<file path="config.mk">
export PLATFORM = sky130hd
export DESIGN_NAME = count_arb
export DESIGN_NICKNAME = d
export VERILOG_FILES = /design/src/rtl/count_arb.sv
export SDC_FILE = /design/constraint.sdc
export NUM_CORES = 1
export LEC_CHECK = 0
export BUFFER_PORTS_ARGS = -buffer_cell sky130_fd_sc_hd__buf_2
export CAP_MARGIN = 15
export CORE_MARGIN = 8
export CORE_UTILIZATION = 40
export DETAILED_ROUTE_END_ITERATION = 8
export HOLD_SLACK_MARGIN = 0.02
export PLACE_DENSITY = 0.82
export SYNTH_ARGS = -nofsm -noshare
export SYNTH_HDL_FRONTEND = slang
export SYNTH_SLANG_ARGS = --single-unit
export TNS_END_PERCENT = 20
</file>
<file path="constraint.sdc">
create_clock -name clk -period 1.4 [get_ports clk]
set_input_delay 0.21 -clock clk [delete_from_list [all_inputs] [get_ports clk]]
set_output_delay 0.21 -clock clk [all_outputs]
set_load 0.05 [all_outputs]
</file>
<file path="src/rtl/count_arb.sv">
// Round-robin owner arbitration for a shared up counter.
// Clears the counter, runs it to the owner's latched limit, then pulses done.
module count_arb #(
  parameter int unsigned WIDTH = 4
) (
  input  logic             clk,
  input  logic             reset,
  input  logic [1:0]       req,
  input  logic [WIDTH-1:0] limit0,
  input  logic [WIDTH-1:0] limit1,
  input  logic [WIDTH-1:0] cnt_val,
  output logic             cnt_clr,
  output logic             cnt_en,
  output logic [1:0]       gnt,
  output logic [1:0]       done,
  output logic             busy
);

  localparam logic [1:0] S_IDLE  = 2'd0;
  localparam logic [1:0] S_CLEAR = 2'd1;
  localparam logic [1:0] S_RUN   = 2'd2;
  localparam logic [1:0] S_DONE  = 2'd3;

  logic [1:0]       r_state;
  logic [1:0]       w_state_nxt;
  logic             r_owner;
  logic             w_owner_nxt;
  logic             r_last;
  logic             w_last_nxt;
  logic [WIDTH-1:0] r_limit_q;
  logic [WIDTH-1:0] w_limit_nxt;
  logic             w_pick;
  logic             w_own_req;
  logic             w_at_limit;
  logic [1:0]       w_owner_oh;

  // With both requesting, favour whoever was not served last
  assign w_pick     = (req == 2'b11) ? ~r_last : req[1];
  assign w_own_req  = req[r_owner];
  assign w_at_limit = (cnt_val == r_limit_q);
  assign w_owner_oh = r_owner ? 2'b10 : 2'b01;

  always_ff @(posedge clk) begin
    if (reset) begin
      r_state   <= S_IDLE;
      r_owner   <= 1'b0;
      r_last    <= 1'b1;
      r_limit_q <= '0;
    end else begin
      r_state   <= w_state_nxt;
      r_owner   <= w_owner_nxt;
      r_last    <= w_last_nxt;
      r_limit_q <= w_limit_nxt;
    end
  end

  always_comb begin
    w_state_nxt = r_state;
    w_owner_nxt = r_owner;
    w_last_nxt  = r_last;
    w_limit_nxt = r_limit_q;
    cnt_en      = 1'b0;
    case (r_state)
      S_IDLE: begin
        if (|req) begin
          w_owner_nxt = w_pick;
          w_limit_nxt = w_pick ? limit1 : limit0;
          w_state_nxt = S_CLEAR;
        end
      end
      S_CLEAR: begin
        if (!w_own_req) begin
          w_state_nxt = S_IDLE;
          w_last_nxt  = r_owner;
        end else begin
          w_state_nxt = S_RUN;
        end
      end
      S_RUN: begin
        // Dropping the request aborts before any further count
        if (!w_own_req) begin
          w_state_nxt = S_IDLE;
          w_last_nxt  = r_owner;
        end else begin
          cnt_en = ~w_at_limit;
          if (w_at_limit) w_state_nxt = S_DONE;
        end
      end
      S_DONE: begin
        w_state_nxt = S_IDLE;
        w_last_nxt  = r_owner;
      end
      default: w_state_nxt = S_IDLE;
    endcase
  end

  assign busy    = (r_state != S_IDLE);
  assign gnt     = busy ? w_owner_oh : 2'b00;
  assign done    = (r_state == S_DONE) ? w_owner_oh : 2'b00;
  assign cnt_clr = (r_state == S_CLEAR);

endmodule

</file>
==> results of run 1 <==
path summary, 6_finish.rpt:
path,start,to,slack [ns],cells past startpoint
min reg2reg,r_limit_q[1]$_SDFFE_PP0P_,r_limit_q[1]$_SDFFE_PP0P_,0.51,2
max reg2reg,r_state[0]$_SDFFE_PP0P_,r_last$_SDFFE_PP1P_,-0.02,8
max,r_limit_q[1]$_SDFFE_PP0P_,cnt_en,-0.17,5
min,reset,r_limit_q[1]$_SDFFE_PP0P_,0.25,2
sequential cells by signal, indices dropped and copies added (netlist names):
register and count:
r_limit_q 4, r_state 2, r_last 1, r_owner 1
report_power, final:
part	internal, µW	switching, µW	total (µW)
combinational	153	180	333
clock	98.2	80.7	179
sequential	257	17.9	275
timing repair:
item	CTS	global route
endpoints found under the hold margin	0	0
setup buffers	2	0
pin swaps	4	3
resized for setup	26	8
setup endpoints to repair	11	12
routing by layer:
metal,part of all wire (%),up-vias
li1,-,291
met1,38,261
met2,55,18
met3,4.1,5
met4,2.5,0
met5,0,-
synthesized netlist by cell type (all sizes together) (3+ instances only):
master and instances:
nand2 3, xor2 4, ha 5, inv 3, nor2 13, a21oi 3, dfxtp 8, a211oi 4
mux2i 4
final cells by class:
cell class / count / area (µm²)
Clock buffer: 3 / 22.5
Sequential cell: 8 / 166
Inverter: 3 / 15.0
Multi-Input combinational cell: 51 / 427
Timing Repair Buffer: 32 / 236
Tap cell: 15 / 18.8
Fill cell: 106 / 399
kinds of logic after synthesis:
family	count (synthesis)	synth area share [%]
and+or+nand+nor	25	23.0
AOI/OAI and AO/OA	12	16.2
DFF	8	29.7
muxes	5	10.2
adders and majority gates	5	11.6
xor gates and xnor gates	4	6.50
buffers and inverters	4	2.78
stage by stage:
stage / TNS [ns] / total power [µW] / setup slack (ns) / hold WS [ns]
2_1_floorplan: -1.27 / 463 / -0.186 / 0.355
6_report: -0.220 / 787 / -0.173 / 0.246
5_1_grt: -0.624 / 827 / -0.204 / 0.241
3_3_place_gp: 0 / 542 / 0.0645 / 0.492
4_1_cts: -0.235 / 782 / -0.160 / 0.237
3_5_place_dp: -0.0554 / 551 / -0.0340 / 0.507
==> results by group, run 1 <==
Synth
  • Sequential share of the synthesized area: 29.7%
  • Top_reg_cell synth: dfxtp_1
  • Synth top area share: 29.7%
  • Synth area leaders: dfxtp_1, ha_1, nor2_1
  • Post-synth EDFFs: 0
  • Synth Cell Area: 539 µm²
  • Async SR Flop Fraction: 0%
  • Mapped Nets: 84
  • Synth area leader: dfxtp_1
  • Cells after synthesis: 63
  • Cell variety after synth: 26
  • Synth warn: 0
  • Synth Register Bits: 8
  • Average cell area after synthesis: 8.56 µm²

Placed design
  • RePlAce Congestion: 0.844
  • Post-DP Area: 741 µm²
  • Port bufs: 22
  • Placed insts: 107
  • Placed wire-length estimate: 1090 µm

Timing
  • Max-slew violation count: 0
  • Final Worst Setup Slack: -0.173 ns
  • Clk_skew: 0.00645 ns
  • Fin. Hold Viols: 0
  • Final period util: 112%
  • RSZ-0062 raised after global routing: yes
  • Final min period: 1.57 ns
  • Slew @ Worst Pin: 0.346 ns
  • Final setup viols: 6
  • Fmax: 636 MHz
  • Rel. slew slack: 76.8%

Global route
  • First-pass GRT wire length: 2100 µm
  • GR Util All Layers: 10.3%
  • Met1 Usage GRT: 9.60%
  • Met2 Track Usage GR: 18.0%
  • Initial antenna violation count: 0
  • Largest net degree at the start of global routing: 11
  • Met3 Use GR: 3.69%
  • Gr ovfl total: 0
  • Vias in the first global route: 525
  • GR peak layer: met2

Cells and area
  • Most frequent cells in the layout: buf_2, nor2_1, buf_4
  • Layout Utilization: 68.9%
  • Commonest non-fill, non-tap cell in the layout: buf_2
  • Share of layout cells above drive strength 1: 57.7%
  • Non-Filler Instances: 112
  • Fin area: 886 µm²
  • Final nets: 120
  • # diodes: 0
  • Area Overhead vs Synth: 64.3%

Floorplanning
  • Initial core utilization: 42.0%
  • Die Y: 52.7 µm
  • I/O Pins: 23
  • Die ar.: 0.00278 mm²
  • Core box area: 0.00128 mm²
  • Die X: 52.7 µm
  • FP Rows: 13

Flow run
  • Max-cap violation count: 0

Detailed routing
  • Via/cell ratio: 5.13
  • DR vias: 575
  • Drt pass-1 iters: 4
  • Drc violations: 0
  • Routed WL per cell: 13.8 µm
  • Post-DRT Antenna Nets: 0
  • Total wire length: 1540 µm
  • Initial DRC count: 8

Setup path
  • CP delay by family, top: buffers and inverters
  • CP bufs+invs: 2
  • Worst EP arrival: 1.36 ns
  • Slowest Stage Delay on Critical Path: 0.32 ns
  • Crit path launch type: register
  • Crit-path slowest cell: dfxtp_2
  • Crit end category: output port
  • Setup Crit Path Kind: register to output port
  • Peak fanout along the critical path: 3
  • Worst path cell trace: xor2_1 > nor4_1 > buf_4 > nor2_4 > buf_8
  • Required @ worst endpoint: 1.19 ns

Clock tree
  • Clk buf depth: 2
  • Num CTS Buffers: 3
  • CTS HTree Levels: 1
  • Root Buffer: clkbuf_4
  • CTS Sinks: 8
  • TritonCTS clock tree: done
  • CTS clk-pin slew, worst paths: 0.06 ns
  • Clock latency on the worst-skew pair: 0.26 ns
  • Hold_buf cts: 0

Outcome
  • Run status: complete, but fails checks
  • Violated checks: setup timing

Hold path
  • Min-delay worst type: input pin to register

Power and ir drop
  • Worst ir drop on vdd: 531 µV
  • Power Density: 888 mW/mm²
  • Leakage: 0.000395 µW
Power figures use the tool's default switching activity.
==> inputs of run 2 (changes only) <==
CORE_AREA = 8 8 45 47   (was not set)
CORE_MARGIN = not set   (was 8)
CORE_UTILIZATION = not set   (was 40)
DIE_AREA = 0 0 53 55   (was not set)
PLACE_DENSITY = 0.8   (was 0.82)
clock period = 1.5 ns   (was 1.4 ns; I/O delays follow)
==> run 2 against run 1 <==
Effect of this change: the run still ends with setup timing left; first-iteration DRC count decreased by 63%; clock-buffer cell count is the same; die area rose by 4.9%; cell count shrank 1.8%.
==> results by group, run 2 (synthesis gave the netlist of run 1 again) <==
Outcome
  • Run status: complete, but fails checks
  • Violated checks: setup timing

Floorplanning
  • I/O Pins: 23 (unchanged)
  • Die Y: 55 µm (+4.3%)
  • FP Rows: 14 (+1)
  • Die X: 53 µm (+0.54%)
  • Core box area: 0.00138 mm² (+7.7%)
  • Die ar.: 0.00292 mm² (+4.9%)
  • Initial core utilization: 39.0% (-3.0 points)

Hold path
  • Hold wc startpoint: reset
  • Min-delay worst type: input pin to register

Detailed routing
  • Via/cell ratio: 4.97 (-3.1%)
  • Post-DRT Antenna Nets: 0 (unchanged)
  • DR vias: 547 (-4.9%)
  • Drc violations: 0 (unchanged)
  • Drt pass-1 iters: 4 (unchanged)
  • Total wire length: 1390 µm (-9.9%)
  • Routed WL per cell: 12.6 µm (-8.3%)
  • Initial DRC count: 3 (-5)

Power and ir drop
  • Pint: 455 µW (-10%)
  • Net Sw Power: 242 µW (-13%)
  • Power Density: 859 mW/mm² (-3.3%)
  • Register share of total power: 37.5% (+2.5 points)
  • Switch share: 34.7% (-0.68 points)
  • Worst ir drop on vdd: 459 µV (-14%)
  • Clock power frac: 23.2% (+0.5 points)
  • Comb pwr share: 39.3% (-3.0 points)
  • Leakage: 0.000386 µW (-2.3%)

Clock tree
  • CTS clk-pin slew, worst paths: 0.06 ns (about the same)
  • TritonCTS clock tree: done
  • CTS HTree Levels: 1 (unchanged)
  • Root Buffer: clkbuf_4
  • Clock latency on the worst-skew pair: 0.25 ns (about the same)
  • Clk buf depth: 2 (unchanged)
  • CTS Sinks: 8 (unchanged)
  • Num CTS Buffers: 3 (unchanged)
  • Hold_buf cts: 0 (unchanged)

Setup path
  • Worst EP arrival: 1.32 ns (-0.04 ns)
  • CP startpoint: r_limit_q[2]$_SDFFE_PP0P_
  • Peak fanout along the critical path: 2 (-1)
  • Worst r2r src: r_state[0]$_SDFFE_PP0P_
  • Setup Crit Path Kind: register to output port
  • Required @ worst endpoint: 1.27 ns (+0.08 ns)
  • Crit path launch type: register
  • Crit end category: output port

Cells and area
  • Area Overhead vs Synth: 50.6%
  • Max FFs per register: 4 (unchanged)
  • Final nets: 117 (-2.5%)
  • # diodes: 0 (unchanged)
  • Layout Utilization: 58.7% (-10 points)
  • Share of layout cells above drive strength 1: 52.1% (-5.6 points)
  • Commonest non-fill, non-tap cell in the layout: buf_2
  • Non-Filler Instances: 110 (-1.8%)
  • Largest Register: r_limit_q
  • Largest registers: r_limit_q (4), r_state (2)
  • Most frequent cells in the layout: buf_2, nor2_1, buf_4

Timing
  • Final min period: 1.54 ns
  • Worst hold margin: 0.278 ns (+0.0319 ns)
  • Rel. slew slack: 77.0% (+0.20 points)
  • Fin. Hold Viols: 0 (unchanged)
  • RSZ-0062 raised after global routing: yes
  • Final setup viols: 1 (-5)
  • Sum of negative setup slack: -0.0437 ns (+0.177 ns)
  • Fmax: 648 MHz
  • Final period util: 103%
  • Clk_skew: 0.00444 ns (-0.00201 ns)
  • Max-slew violation count: 0 (unchanged)
  • Final Worst Setup Slack: -0.0437 ns (+0.129 ns)
  • Slew @ Worst Pin: 0.343 ns (-0.00294 ns)

Global route
  • Met1 Usage GRT: 10.5% (+0.89 points)
  • Gr ovfl total: 0 (unchanged)
  • First-pass GRT wire length: 2150 µm (+1.9%)
  • Met3 Use GR: 1.60% (-2.1 points)
  • Initial antenna violation count: 0 (unchanged)
  • GR Util All Layers: 9.84% (-0.49 points)
  • Met2 Track Usage GR: 17.0% (-0.99 points)
  • GR peak layer: met2
  • Vias in the first global route: 526 (+0.19%)
  • Largest net degree at the start of global routing: 11 (unchanged)

Placed design
  • Port bufs: 22 (unchanged)
  • Placed insts: 106 (-0.93%)
  • RePlAce Congestion: 0.766 (-9.2%)
  • Placed wire-length estimate: 1040 µm (-4.6%)

Flow run
  • Max-cap violation count: 0 (unchanged)
[run 2: metrics by stage]
stage / setup WS, ns / total power (µW) / cell area, µm²
finish: -0.0437 / 697 / 812
global route: -0.135 / 748 / 812
CTS: -0.0482 / 684 / 779
detailed placement: -0.00391 / 500 / 713
global placement: 0.125 / 495 / 713
floorplan: -0.147 / 422 / 542
[run 2: critical path: stages, from the launching register on]
cell	delay, ns
dfxtp_2	0.32
xor2_1	0.13
nor4_1	0.26
buf_4	0.17
nor2_4	0.04
buf_8	0.14
[run 2: routing by layer]
metal,wire [µm],up-vias
li1,-,285
met1,593,247
met2,730,13
met3,44,2
met4,19,0
met5,0,-
[run 2: power by group through the flow]
stage / Clock [µW] / Sequential, µW / Combinational, µW
2_1_floorplan: 0 / 257 / 165
3_3_place_gp: 0 / 260 / 235
3_5_place_dp: 0 / 262 / 238
4_1_cts: 167 / 261 / 256
5_1_grt: 186 / 265 / 297
6_report: 162 / 262 / 274
[run 2: path summary, 6_finish.rpt]
kind / end / slack, ns / cells after the start
worst max register to register: r_limit_q[0]$_SDFFE_PP0P_ / 0.12 / 8
worst min register to register: r_limit_q[2]$_SDFFE_PP0P_ / 0.51 / 2
worst max-delay path: cnt_en / -0.04 / 5
worst min-delay path: r_limit_q[2]$_SDFFE_PP0P_ / 0.28 / 2
[run 2: cell type report]
cell class	count	area (µm²)
timing repair buffer	29	195
fill	129	572
tap	16	20.0
multi-input combinational	51	397
inverter	3	11.3
clock buffer	3	22.5
sequential	8	166
[run 2: repair_timing]
| action | in CTS | in global routing |
|---|---|---|
| buffers inserted | 1 | 0 |
| resized for setup | 15 | 10 |
| setup endpoints to repair | 5 | 9 |
| pin swaps | 3 | 0 |
==> inputs of run 3 (changes only) <==
clock period = 1.7 ns   (was 1.5 ns; I/O delays follow)
==> run 3 against run 2 <==
Effect of this change: the run now ends clean; via count shrank 7.7%; wire length fell by 6.7%; sequential share of layout area is 1.5 points higher; critical path type unchanged; largest cell class unchanged.
==> results by group, run 3 (synthesis gave the netlist of run 1 again) <==
Outcome
  • Run status: completed

Power and ir drop
  • Power Density: 790 mW/mm² (-8.1%)
  • Pint: 377 µW (-17%)
  • Net Sw Power: 208 µW (-14%)
  • Worst ir drop on vdd: 444 µV (-3.2%)
  • Switch share: 35.6% (+0.89 points)
  • Total power: 585 µW (-16%)
  • Clock power frac: 25.4% (+2.2 points)
  • Leakage: 0.000359 µW (-7.0%)
  • Register share of total power: 39.1% (+1.6 points)
  • Comb pwr share: 35.5% (-3.8 points)

Placed design
  • Port bufs: 22 (unchanged)
  • RePlAce Congestion: 0.853 (+11%)
  • Placed wire-length estimate: 1050 µm (+0.81%)

Clock tree
  • CTS Sinks: 8 (unchanged)
  • Hold_buf cts: 0 (unchanged)
  • Num CTS Buffers: 3 (unchanged)
  • Clock latency on the worst-skew pair: 0.26 ns (about the same)
  • TritonCTS clock tree: done
  • Clk buf depth: 2 (unchanged)
  • Root Buffer: clkbuf_4
  • CTS HTree Levels: 1 (unchanged)
  • CTS clk-pin slew, worst paths: 0.06 ns (about the same)
  • # Post-CTS Setup Buffers: 0 (-1)

Timing
  • Worst hold margin: 0.287 ns (+0.00908 ns)
  • Rel. slew slack: 75.0% (-2.0 points)
  • Slew @ Worst Pin: 0.373 ns (+0.0300 ns)
  • Max-slew violation count: 0 (unchanged)
  • Fmax: 619 MHz
  • RSZ-0062 raised after global routing: yes
  • Final min period: 1.61 ns
  • Clk_skew: 0.00997 ns (+0.00553 ns)
  • Fin. Hold Viols: 0 (unchanged)
  • Final period util: 95.0%
  • Final setup viols: 0 (-1)

Global route
  • Vias in the first global route: 479 (-8.9%)
  • Gr ovfl total: 0 (unchanged)
  • Initial antenna violation count: 0 (unchanged)
  • Largest net degree at the start of global routing: 11 (unchanged)
  • First-pass GRT wire length: 2080 µm (-2.9%)
  • GR Util All Layers: 9.74% (-0.099 points)

Floorplanning
  • I/O Pins: 23 (unchanged)
  • Initial core utilization: 39.0% (unchanged)
  • Die ar.: 0.00292 mm² (unchanged)
  • FP Rows: 14 (unchanged)
  • Die Y: 55 µm (unchanged)
  • Die X: 53 µm (unchanged)
  • Core box area: 0.00138 mm² (unchanged)

Cells and area
  • Final nets: 113 (-3.4%)
  • Largest Register: r_limit_q
  • Commonest non-fill, non-tap cell in the layout: buf_2
  • Area Overhead vs Synth: 37.4%
  • Most frequent cells in the layout: buf_2, nor2_1, dfxtp_1
  • # diodes: 0 (unchanged)
  • Largest registers: r_limit_q (4), r_state (2)
  • Share of layout cells above drive strength 1: 40.0% (-12 points)
  • Layout Utilization: 53.5% (-5.2 points)
  • Max FFs per register: 4 (unchanged)

Setup path
  • Crit path launch type: register
  • Worst EP arrival: 1.36 ns (+0.04 ns)
  • Peak fanout along the critical path: 5 (+3)
  • Worst R2R Setup Slack: 0.17 ns (+0.05 ns)
  • Required @ worst endpoint: 1.44 ns (+0.17 ns)
  • Worst r2r src: r_state[1]$_SDFFE_PP0P_
  • Crit end category: output port
  • Setup Crit Path Kind: register to output port
  • RR Endpoint: r_limit_q[2]$_SDFFE_PP0P_
  • R2R cell count: 7 (-1)

Detailed routing
  • DR vias: 505 (-7.7%)
  • Initial DRC count: 7 (+4)
  • Routed WL per cell: 12.2 µm (-3.2%)
  • Total wire length: 1290 µm (-6.7%)
  • Drc violations: 0 (unchanged)
  • Post-DRT Antenna Nets: 0 (unchanged)
  • Via/cell ratio: 4.76 (-4.2%)
  • Drt pass-1 iters: 3 (-1)

Hold path
  • Hold Crit Depth: 2 (unchanged)
  • Worst min-delay path endpoint: r_limit_q[0]$_SDFFE_PP0P_
  • Min-delay worst type: input pin to register
  • Hold wc startpoint: reset

Flow run
  • Max-cap violation count: 0 (unchanged)
[run 3: changes by cell type in the layout (fill, tap and decap cells not counted), sizes merged]
cell / delta
buf: -6
clkbuf: +2
[run 3: worst max path at each step]
stage / start / to / cells after the start
after floorplan: r_state[0]$_SDFFE_PP0P_ / r_state[0]$_SDFFE_PP0P_ / 5
after global placement: r_state[0]$_SDFFE_PP0P_ / r_state[0]$_SDFFE_PP0P_ / 6
after detailed placement: r_state[0]$_SDFFE_PP0P_ / r_state[0]$_SDFFE_PP0P_ / 6
after CTS: r_state[0]$_SDFFE_PP0P_ / cnt_en / 5
after global routing: r_limit_q[2]$_SDFFE_PP0P_ / cnt_en / 5
final: r_state[1]$_SDFFE_PP0P_ / gnt[1] / 4
[run 3: power groups by stage]
stage | clock network [µW] | registers (µW) | logic (µW)
after floorplan | 0 | 227 | 145
after global placement | 0 | 230 | 199
after detailed placement | 0 | 231 | 202
after CTS | 155 | 227 | 203
after global routing | 161 | 232 | 226
final | 149 | 229 | 208
[run 3: stage by stage]
step           cells  cell area (µm²)  setup TNS [ns]  setup WS, ns
4_1_cts          106              713               0        0.0278
6_report         106              741               0        0.0856
5_1_grt          106              741        -0.00757      -0.00757
3_3_place_gp     103              688               0         0.185
3_5_place_dp     103              688               0         0.107
2_1_floorplan     63              539               0        0.0413
[run 3: area by class of cell]
type / count / area, µm²
Clock buffer: 3 / 22.5
Fill cell: 133 / 643
Inverter: 3 / 11.3
Multi-Input combinational cell: 51 / 377
Sequential cell: 8 / 163
Tap cell: 16 / 20.0
Timing Repair Buffer: 25 / 148
[run 3: critical path, cell delays in order, from the launching register on]
cell and delay (ns):
dfxtp_1 0.38, inv_1 0.11, ha_1 0.24, nor2b_1 0.13, clkbuf_4 0.24
[run 3: timing repair]
item	in CTS	in global routing
endpoints found under the hold margin	0	0
pin swaps	0	3
gates resized for setup	1	10
cloned	0	0
setup endpoints to repair	1	5
[run 3: metal layers]
| layer | wire [µm] | track usage (%) | up-vias |
|---|---|---|---|
| met2 | 615 | 15.0 | 14 |
| met1 | 562 | 10.5 | 215 |
| met4 | 19 | 6.90 | 0 |
| met3 | 97 | 4.28 | 2 |
| li1 | - | - | 274 |
| met5 | 0 | 0 | - |
